## src/rtl/line_buffer_9rows.sv

```systemverilog
// -----------------------------------------------------------------------------
// line_buffer_9rows
//   Upstream feeder for the 9x9 window modulator. Takes a raster-order 8-bit
//   pixel stream (one pixel per cycle with valid_i=1) for a ROWS x COLS padded
//   image. Eight line memories keep the previous eight rows. Once row 8 is
//   reached, every accepted pixel yields one 9-tall column (d0_o = row r-8,
//   oldest, .. d8_o = row r, current) with a single-cycle done_o strobe.
//
// Ports
//   clk           rising-edge clock
//   rst           asynchronous active-low reset
//   data_i[7:0]   incoming pixel
//   valid_i       pixel accepted on every rising edge where it is 1
//   d0_o..d8_o    vertically aligned column, rows r-8 .. r, column c
//   done_o        d0_o..d8_o hold a valid column (one-cycle strobe)
//   frame_done_o  one-cycle pulse the cycle after the last done_o of a frame
// -----------------------------------------------------------------------------

// One line memory: asynchronous read of the old word, synchronous write.
// No reset on the array; its contents are don't-care after reset because the
// FILL phase rewrites every location before anything is emitted.
module line_buffer_9rows_line #(
    parameter int DEPTH = 11,
    parameter int AW    = 4,
    parameter int W     = 8
) (
    input  logic          clk,
    input  logic          we,
    input  logic [AW-1:0] addr,
    input  logic [W-1:0]  wdata,
    output logic [W-1:0]  rdata
);

    logic [W-1:0] mem [DEPTH];

    assign rdata = mem[addr];

    always_ff @(posedge clk) begin
        if (we) mem[addr] <= wdata;
    end

endmodule

module line_buffer_9rows #(
    parameter int ROWS = 11,
    parameter int COLS = 11
) (
    input  logic       clk,
    input  logic       rst,
    input  logic [7:0] data_i,
    input  logic       valid_i,
    output logic [7:0] d0_o,
    output logic [7:0] d1_o,
    output logic [7:0] d2_o,
    output logic [7:0] d3_o,
    output logic [7:0] d4_o,
    output logic [7:0] d5_o,
    output logic [7:0] d6_o,
    output logic [7:0] d7_o,
    output logic [7:0] d8_o,
    output logic       done_o,
    output logic       frame_done_o
);

    localparam int NUM_LINES = 8;
    localparam int PIX_W     = 8;
    localparam int CW        = (COLS > 1) ? $clog2(COLS) : 1;
    localparam int RW        = $clog2(ROWS);

    localparam logic [CW-1:0] COL_LAST  = CW'(COLS - 1);
    localparam logic [RW-1:0] ROW_LAST  = RW'(ROWS - 1);
    localparam logic [RW-1:0] ROW_FILLN = RW'(NUM_LINES - 1);

    typedef enum logic [1:0] {
        IDLE   = 2'd0,
        FILL   = 2'd1,
        STREAM = 2'd2
    } state_t;

    state_t state, state_nxt;

    logic [CW-1:0] col_cnt;
    logic [RW-1:0] row_cnt;

    logic col_last, row_last, fill_last;
    logic stream_acc, frame_last;

    // line_rd[k] is line k at col_cnt before this edge's write
    logic [NUM_LINES-1:0][PIX_W-1:0] line_rd;
    logic [NUM_LINES-1:0][PIX_W-1:0] line_wd;

    logic [NUM_LINES:0][PIX_W-1:0]   d_q;
    logic                            done_q;
    // end-of-frame flag delayed two edges so it lands after the final done_o
    logic [1:0]                      eof_pipe;

    assign col_last  = (col_cnt == COL_LAST);
    assign row_last  = (row_cnt == ROW_LAST);
    assign fill_last = (row_cnt == ROW_FILLN) && col_last;

    // ---------------------------------------------------------------- lines
    // Rows shift up one line per accepted pixel at the current column:
    // line_k <= line_(k+1), line7 <= incoming pixel.
    for (genvar k = 0; k < NUM_LINES; k++) begin : g_line
        if (k == NUM_LINES - 1) begin : g_top
            assign line_wd[k] = data_i;
        end else begin : g_mid
            assign line_wd[k] = line_rd[k+1];
        end

        line_buffer_9rows_line #(
            .DEPTH (COLS),
            .AW    (CW),
            .W     (PIX_W)
        ) u_line (
            .clk   (clk),
            .we    (valid_i),
            .addr  (col_cnt),
            .wdata (line_wd[k]),
            .rdata (line_rd[k])
        );
    end

    // ------------------------------------------------------------------ FSM
    always_ff @(posedge clk or negedge rst) begin
        if (!rst) state <= IDLE;
        else      state <= state_nxt;
    end

    always_comb begin
        state_nxt = state;
        case (state)
            IDLE:    if (valid_i) state_nxt = FILL;
            FILL:    if (valid_i && fill_last) state_nxt = STREAM;
            STREAM:  if (valid_i && row_last && col_last) state_nxt = IDLE;
            default: state_nxt = IDLE;
        endcase
    end

    always_comb begin
        stream_acc = 1'b0;
        frame_last = 1'b0;
        if (state == STREAM && valid_i) begin
            stream_acc = 1'b1;
            frame_last = row_last && col_last;
        end
    end

    // ------------------------------------------------------------- counters
    always_ff @(posedge clk or negedge rst) begin
        if (!rst) begin
            col_cnt <= '0;
            row_cnt <= '0;
        end else if (valid_i) begin
            if (col_last) begin
                col_cnt <= '0;
                row_cnt <= row_last ? '0 : row_cnt + RW'(1);
            end else begin
                col_cnt <= col_cnt + CW'(1);
            end
        end
    end

    // --------------------------------------------------------------- output
    // d_q follows every accepted pixel (also during FILL); done_o is what
    // tells the consumer when the column is meaningful.
    always_ff @(posedge clk or negedge rst) begin
        if (!rst) begin
            d_q      <= '0;
            done_q   <= 1'b0;
            eof_pipe <= '0;
        end else begin
            if (valid_i) d_q <= {data_i, line_rd};
            done_q   <= stream_acc;
            eof_pipe <= {eof_pipe[0], frame_last};
        end
    end

    assign d0_o         = d_q[0];
    assign d1_o         = d_q[1];
    assign d2_o         = d_q[2];
    assign d3_o         = d_q[3];
    assign d4_o         = d_q[4];
    assign d5_o         = d_q[5];
    assign d6_o         = d_q[6];
    assign d7_o         = d_q[7];
    assign d8_o         = d_q[8];
    assign done_o       = done_q;
    assign frame_done_o = eof_pipe[1];

endmodule

```

## config.mk

```make
export PLATFORM = sky130hd
export DESIGN_NAME = line_buffer_9rows
export DESIGN_NICKNAME = d
export VERILOG_FILES = /design/src/rtl/line_buffer_9rows.sv
export SDC_FILE = /design/constraint.sdc
export NUM_CORES = 1
export LEC_CHECK = 0
export CORE_UTILIZATION = 30
export DETAILED_ROUTE_END_ITERATION = 8
export HOLD_SLACK_MARGIN = 0.05
export PLACE_DENSITY = 0.55
export SYNTH_ARGS = -nofsm -noshare
export SYNTH_HDL_FRONTEND = slang
export SYNTH_SLANG_ARGS = --single-unit
export TNS_END_PERCENT = 100
```

## constraint.sdc

```tcl
create_clock -name clk -period 18 [get_ports clk]
set_clock_uncertainty 0.15 [all_clocks]
set_input_delay 3.6 -clock clk [delete_from_list [all_inputs] [get_ports clk]]
set_output_delay 3.6 -clock clk [all_outputs]
set_load 0.005 [all_outputs]
```

* After elaboration in Yosys (flattened, before gate mapping)
Memory sizes are Yosys's and may differ from the RTL's. A register that Yosys moved wholly into a read port is not among the register bits.
Cells that the tools add are included.
** Operators by class
- Reductions and logical operators :: 10
- Mux-type cells :: 10
- Equal/unequal tests :: 8
- Add/sub/neg operators :: 2
** Operator list (number)
- $add A4 B1 Y4 const B :: 2
- $eq A4 B4 Y1 const B :: 2
- $mux W4 :: 2
- $logic_and A1 B1 Y1 :: 6
- $mux W2 :: 3
- $ne A2 B2 Y1 const B :: 3
- $pmux W2 S3 :: 1
- $eq A4 B3 Y1 const B :: 1
- $mux W1 :: 4
- $reduce_and A3 Y1 :: 1
- $eq A2 B1 Y1 const B :: 1
- $eq A2 B2 Y1 const B :: 1
- $logic_not A2 Y1 :: 1
- $reduce_and A2 Y1 :: 1
- $logic_not A1 Y1 :: 1
** Word-level totals
- Register bits :: 77
- Bits in writable memories :: 704
- Output and inout port bits :: 74
- Input port bits :: 11
- Memories :: 8
** Memory list
- g_line[0].u_line.mem :: depth 11, width 8, read ports 1, clocked after Yosys merged registers in 1, write ports 1, RTL line 34 : logic [W-1:0] mem [DEPTH];
- g_line[1].u_line.mem :: depth 11, width 8, read ports 1, clocked after Yosys merged registers in 0, write ports 1, RTL line 34
- g_line[2].u_line.mem :: depth 11, width 8, read ports 1, clocked after Yosys merged registers in 0, write ports 1, RTL line 34
- g_line[3].u_line.mem :: depth 11, width 8, read ports 1, clocked after Yosys merged registers in 0, write ports 1, RTL line 34
- g_line[4].u_line.mem :: depth 11, width 8, read ports 1, clocked after Yosys merged registers in 0, write ports 1, RTL line 34
- g_line[5].u_line.mem :: depth 11, width 8, read ports 1, clocked after Yosys merged registers in 0, write ports 1, RTL line 34
- +2 memories

* Longest topological paths before layout
- Depth after elaboration :: 5
- Gate-level depth with buffers :: 8
- Gate-level depth less buffers :: 4

* By module
Synthesis repeated with hierarchy kept, for this count alone.
** Second synthesis, totals
- Cells, all modules :: 1807
- Area total of the unflattened synthesis :: 32388.6 um^2
** By module, submodules not included
- line_buffer_9rows_line :: instances 8, cells an instance 200, area each 3641.0 um^2, sequential area each 2642.5 um^2
- line_buffer_9rows :: instances 1, cells an instance 207, area each 3260.6 um^2, sequential area each 2127.0 um^2

* Worst setup path after synthesis
Ideal clock, no wire load.
- Kind :: input port to flip-flop
- Start point :: input valid_i
- End point :: memory g_line[0].u_line.mem[0][0], enable pin
- Cell stages on the path :: 3
- Arrival :: 10.048 ns
- Required time :: 17.206 ns
- Slack :: 7.158 ns
- Buffers on the path :: 1
- Library setup time :: 0.644 ns
- Path through :: clkbuf_1 nand2b_1 nor4_1
** Between the ends
- Longest elaborated chain between the ends :: 2
** Ends and longest elaborated chain
- start: declaration :: RTL line 51 : input logic valid_i,
- $mux W1 :: RTL line 39 : if (we) mem[addr] <= wdata;
- $mux W1 (implied by the code) :: RTL line 39
- end: declaration :: RTL line 34
No other way between the ends.

* Worst setup path after layout
- Start point :: input valid_i
- End point :: register row_cnt[0]
** Between the ends
- Longest elaborated chain between the ends :: 1
** Ends and longest elaborated chain
- $reduce_and A2 Y1 (no source line)
- end signal: assignment :: RTL line 157 : row_cnt <= row_last ? '0 : row_cnt + RW'(1);
- end: declaration :: RTL line 83 : logic [RW-1:0] row_cnt;
No other way between the ends.
A chain may end at the register's enable or synchronous reset.

==> insert_results.sql <==
INSERT INTO impl_metrics (metric_group, metric, value, unit) VALUES
('synth', 'synthTopCellsByArea', 'edfxtp_1, mux4_2, dfrtp_1', ''),
('cells_and_area', 'areaGrowthSynthToFinish', '16.2', '%'),
('synth', 'postSynthAreaPerCell', '18.9', 'sq um'),
('routing', 'vias', '14900', ''),
('critical_path', 'end_kind', 'flop', ''),
('clock_tree', 'cts_tree', 'built', ''),
('synth', 'synthMostInstantiatedCell', 'edfxtp_1', ''),
('floorplanning', 'io_pins', '85', ''),
('sta', 'fmax', '0.162', 'GHz'),
('synth', 'yosys-top-cells-count', 'edfxtp_1, mux2_2, mux4_2, mux2i_1, dfrtp_1', ''),
('synth', 'synth_nets', '1632', ''),
('synth', 'ys_types', '31', ''),
('global_routing', 'grt_max_degree', '115', ''),
('sta', 'final.setup.tns', '0', 'ns'),
('routing', 'drt-vias-per-instance', '4.74', ''),
('sta', 'timing_worst_slew_pin_value', '1.08', 'ns'),
('synth', 'synthCells', '1621', ''),
('sta', 'layout_worst_path_cycle_share', '0.344', ''),
('sta', 'final_max_slew_viol_count', '0', ''),
('clock_tree', 'post-cts-setup-buffers', '0', ''),
('place', 'pre_cts_slack', '11.12', 'ns'),
('synth', 'postSynth.topFlopCell', 'edfxtp_1', ''),
('synth', 'synth.ff_latch_count', '789', ''),
('sta', 'setup_viol_count_final', '0', ''),
('clock_tree', 'clock_latency_reported_for_the_late_side_of_the_worst_skew_pair', '0.62', 'ns'),
('global_routing', 'global_route.usage.total', '0.135', ''),
('critical_path', 'worstPathMaxFanout', '42', ''),
('clock_tree', 'cts-root-to-sink-buffers', '3', ''),
('floorplanning', 'die_w', '322', 'um'),
('cells_and_area', 'largest_register_ffs', '704', ''),
('routing', 'postRouteWirelength', '68.7', 'mm'),
('power_and_ir_drop', 'power_per_cell_area', '175', 'nW/um^2'),
('place', 'numPlacedInstances', '2998', ''),
('clock_tree', 'post_cts.resized_instances', '0', ''),
('floorplanning', 'die-area', '103000', 'sq um'),
('synth', 'ys_seq_area_frac', '0.759', ''),
('global_routing', 'grt_pass1_vias', '16000', ''),
('power_and_ir_drop', 'static-leakage-power', '0.0116', 'uW'),
('floorplanning', 'die-height', '322', 'um'),
('cells_and_area', 'layout.filler_cells', '9358', ''),
('power_and_ir_drop', 'irDropWorstVdd', '120', 'uV'),
('sta', 'timing.max_slew.rel_slack', '0.279', ''),
('cells_and_area', 'largest_register', 'g_line.u_line.mem', ''),
('place', 'gp_routability_congestion', '0.717', ''),
('clock_tree', 'cts_root_buffer', 'clkbuf_16', ''),
('job', 'max-cap-violations', '0', ''),
('clock_tree', 'cts-htree-levels', '3', ''),
('synth', 'ys.warnings.count', '0', ''),
('synth', 'synthArstFlopShare', '0.108', ''),
('place', 'port_buffers', '84', ''),
('global_routing', 'antenna_found_initial', '1', ''),
('critical_path', 'start_kind', 'input port', ''),
('floorplanning', 'initial_core_util', '0.304', ''),
('critical_path', 'critPathArrivalTime', '6.54', 'ns'),
('floorplanning', 'area_inside_the_core_boundary', '101000', 'sq um'),
('sta', 'timing.final.ws_setup', '11.81', 'ns'),
('synth', 'synthDominantAreaCellType', 'edfxtp_1', ''),
('sta', 'timing.final.crit_period', '6.19', 'ns'),
('floorplanning', 'rows', '116', ''),
('cells_and_area', 'drive_above_1_share', '0.223', ''),
('clock_tree', 'numClockSinks', '789', ''),
('critical_path', 'cp.required', '18.35', 'ns'),
('critical_path', 'timing.setup.critical_path_class', 'input port to flop', ''),
('clock_tree', 'clkSlewWorstSetupHoldPaths', '0.06', 'ns'),
('routing', 'first_iter_violations', '1078', ''),
('global_routing', 'grt_pass1_wl', '104', 'mm'),
('cells_and_area', 'antenna_cells', '0', ''),
('place', 'dpl.hpwl', '37.2', 'mm'),
('synth', 'post_synth_instance_area', '30700', 'sq um'),
('clock_tree', 'cts-buffers-inserted', '79', ''),
('clock_tree', 'cts_hold_repair.buffers', '0', ''),
('global_routing', 'grt_remaining_overflow', '0', ''),
('routing', 'drt-wirelength-per-cell', '21.8', 'um'),
('cells_and_area', 'final_cells', '3142', ''),
('power_and_ir_drop', 'finalPower', '6240', 'uW'),
('synth', 'synthDominantCellAreaShare', '0.690', ''),
('sta', 'timing_hold_violations_final', '0', ''),
('routing', 'drc_errors', '0', ''),
('synth', 'synth_edf_count', '704', ''),
('routing', 'postRouteAntennaNets', '0', ''),
('outcome', 'run_status', 'completed', ''),
('sta', 'setup_repair_after_global_routing_missed_its_margin', 'no', ''),
('routing', 'drt_first_pass_iters', '5', ''),
('worst_hold_path', 'worstHoldPathType', 'flop to flop', ''),
('cells_and_area', 'final_nets', '1733', '');
-- final timing paths --
check                            start           to  slack (ns)  cells after the start
max                            valid_i   row_cnt[0]       11.81                      5
min                        eof_pipe[0]  eof_pipe[1]        0.21                      0
max reg2reg                 col_cnt[3]   row_cnt[0]       13.46                      5
min reg2reg                eof_pipe[0]  eof_pipe[1]        0.21                      0
max in group asynchronous          rst   col_cnt[3]       13.45                      2
min in group asynchronous          rst      d8_o[0]        2.82                      1
-- final cells by class --
cell class	instances	area (sq um)	area share
clock buffer	110	2230	0.0625
clock inverter	34	300	0.00843
timing repair buffer	113	1070	0.0299
sequential	789	23300	0.654
tap	1357	1700	0.0477
multi-input combinational	680	6820	0.191
inverter	59	221	0.00622
-- cells by family after synthesis --
family          after synthesis  share of synthesized area
compound gates              160                     0.0350
xor+xnor                      2                   0.000572
buf+inv                     152                     0.0212
flops                       789                      0.759
mux                         329                      0.158
simple gates                189                     0.0261
-- cell usage in the layout, fill, tap and decap left out, types with 2 or more instances in the layout --
master / n
clkinv_1: 7
clkdlybuf4s50_1: 82
a31oi_1: 10
clkinvlp_4: 5
clkinv_2: 13
inv_6: 3
nand3_1: 2
nor3_2: 5
and3b_1: 2
nor2_4: 6
mux4_2: 112
buf_4: 30
mux2_2: 121
dfrtp_4: 4
a22oi_1: 16
nand3b_1: 9
nor2b_1: 8
bufinv_16: 4
o221ai_1: 56
dfrtp_1: 81
mux2i_1: 96
a21oi_1: 57
clkbuf_16: 82
inv_1: 58
nor2_1: 68
clkbuf_1: 21
nand2_1: 80
nand2b_1: 4
edfxtp_1: 704
and2_1: 2
o21ai_0: 18
clkbuf_8: 7
-- where the power goes --
part / total [uW] / switching, uW / internal (uW)
Clock: 1600 / 673 / 925
Combinational: 1810 / 1090 / 716
Sequential: 2840 / 172 / 2660
Total: 6240 / 1930 / 4300
-- per-layer routing --
layer  routed length (um)  vias up  global-route usage  share of wire
met5                    8        -                   0        0.00012
met4                 1170        2              0.0370          0.017
met3                 2700       87              0.0220          0.039
met2                35600      275               0.240           0.52
met1                29200     7896               0.169           0.43
li1                     -     6625                   -              -
-- stage by stage --
| stage | hold WS (ns) | utilization | area [sq um] |
|---|---|---|---|
| after CTS | 0.213 | 0.354 | 35600 |
| final | 0.208 | 0.354 | 35600 |
| after global routing | 0.216 | 0.354 | 35600 |
| after global placement | 0.189 | 0.328 | 33100 |
| after floorplan | 0.181 | - | 30700 |
| after detailed placement | 0.195 | 0.328 | 33100 |
-- critical path: stages --
cell and delay (ns):
buf_4 0.46, nand3b_1 0.35, nor2_4 0.94, buf_4 0.73, mux2_2 0.40
Note: power is estimated with default switching activity, not from simulation.
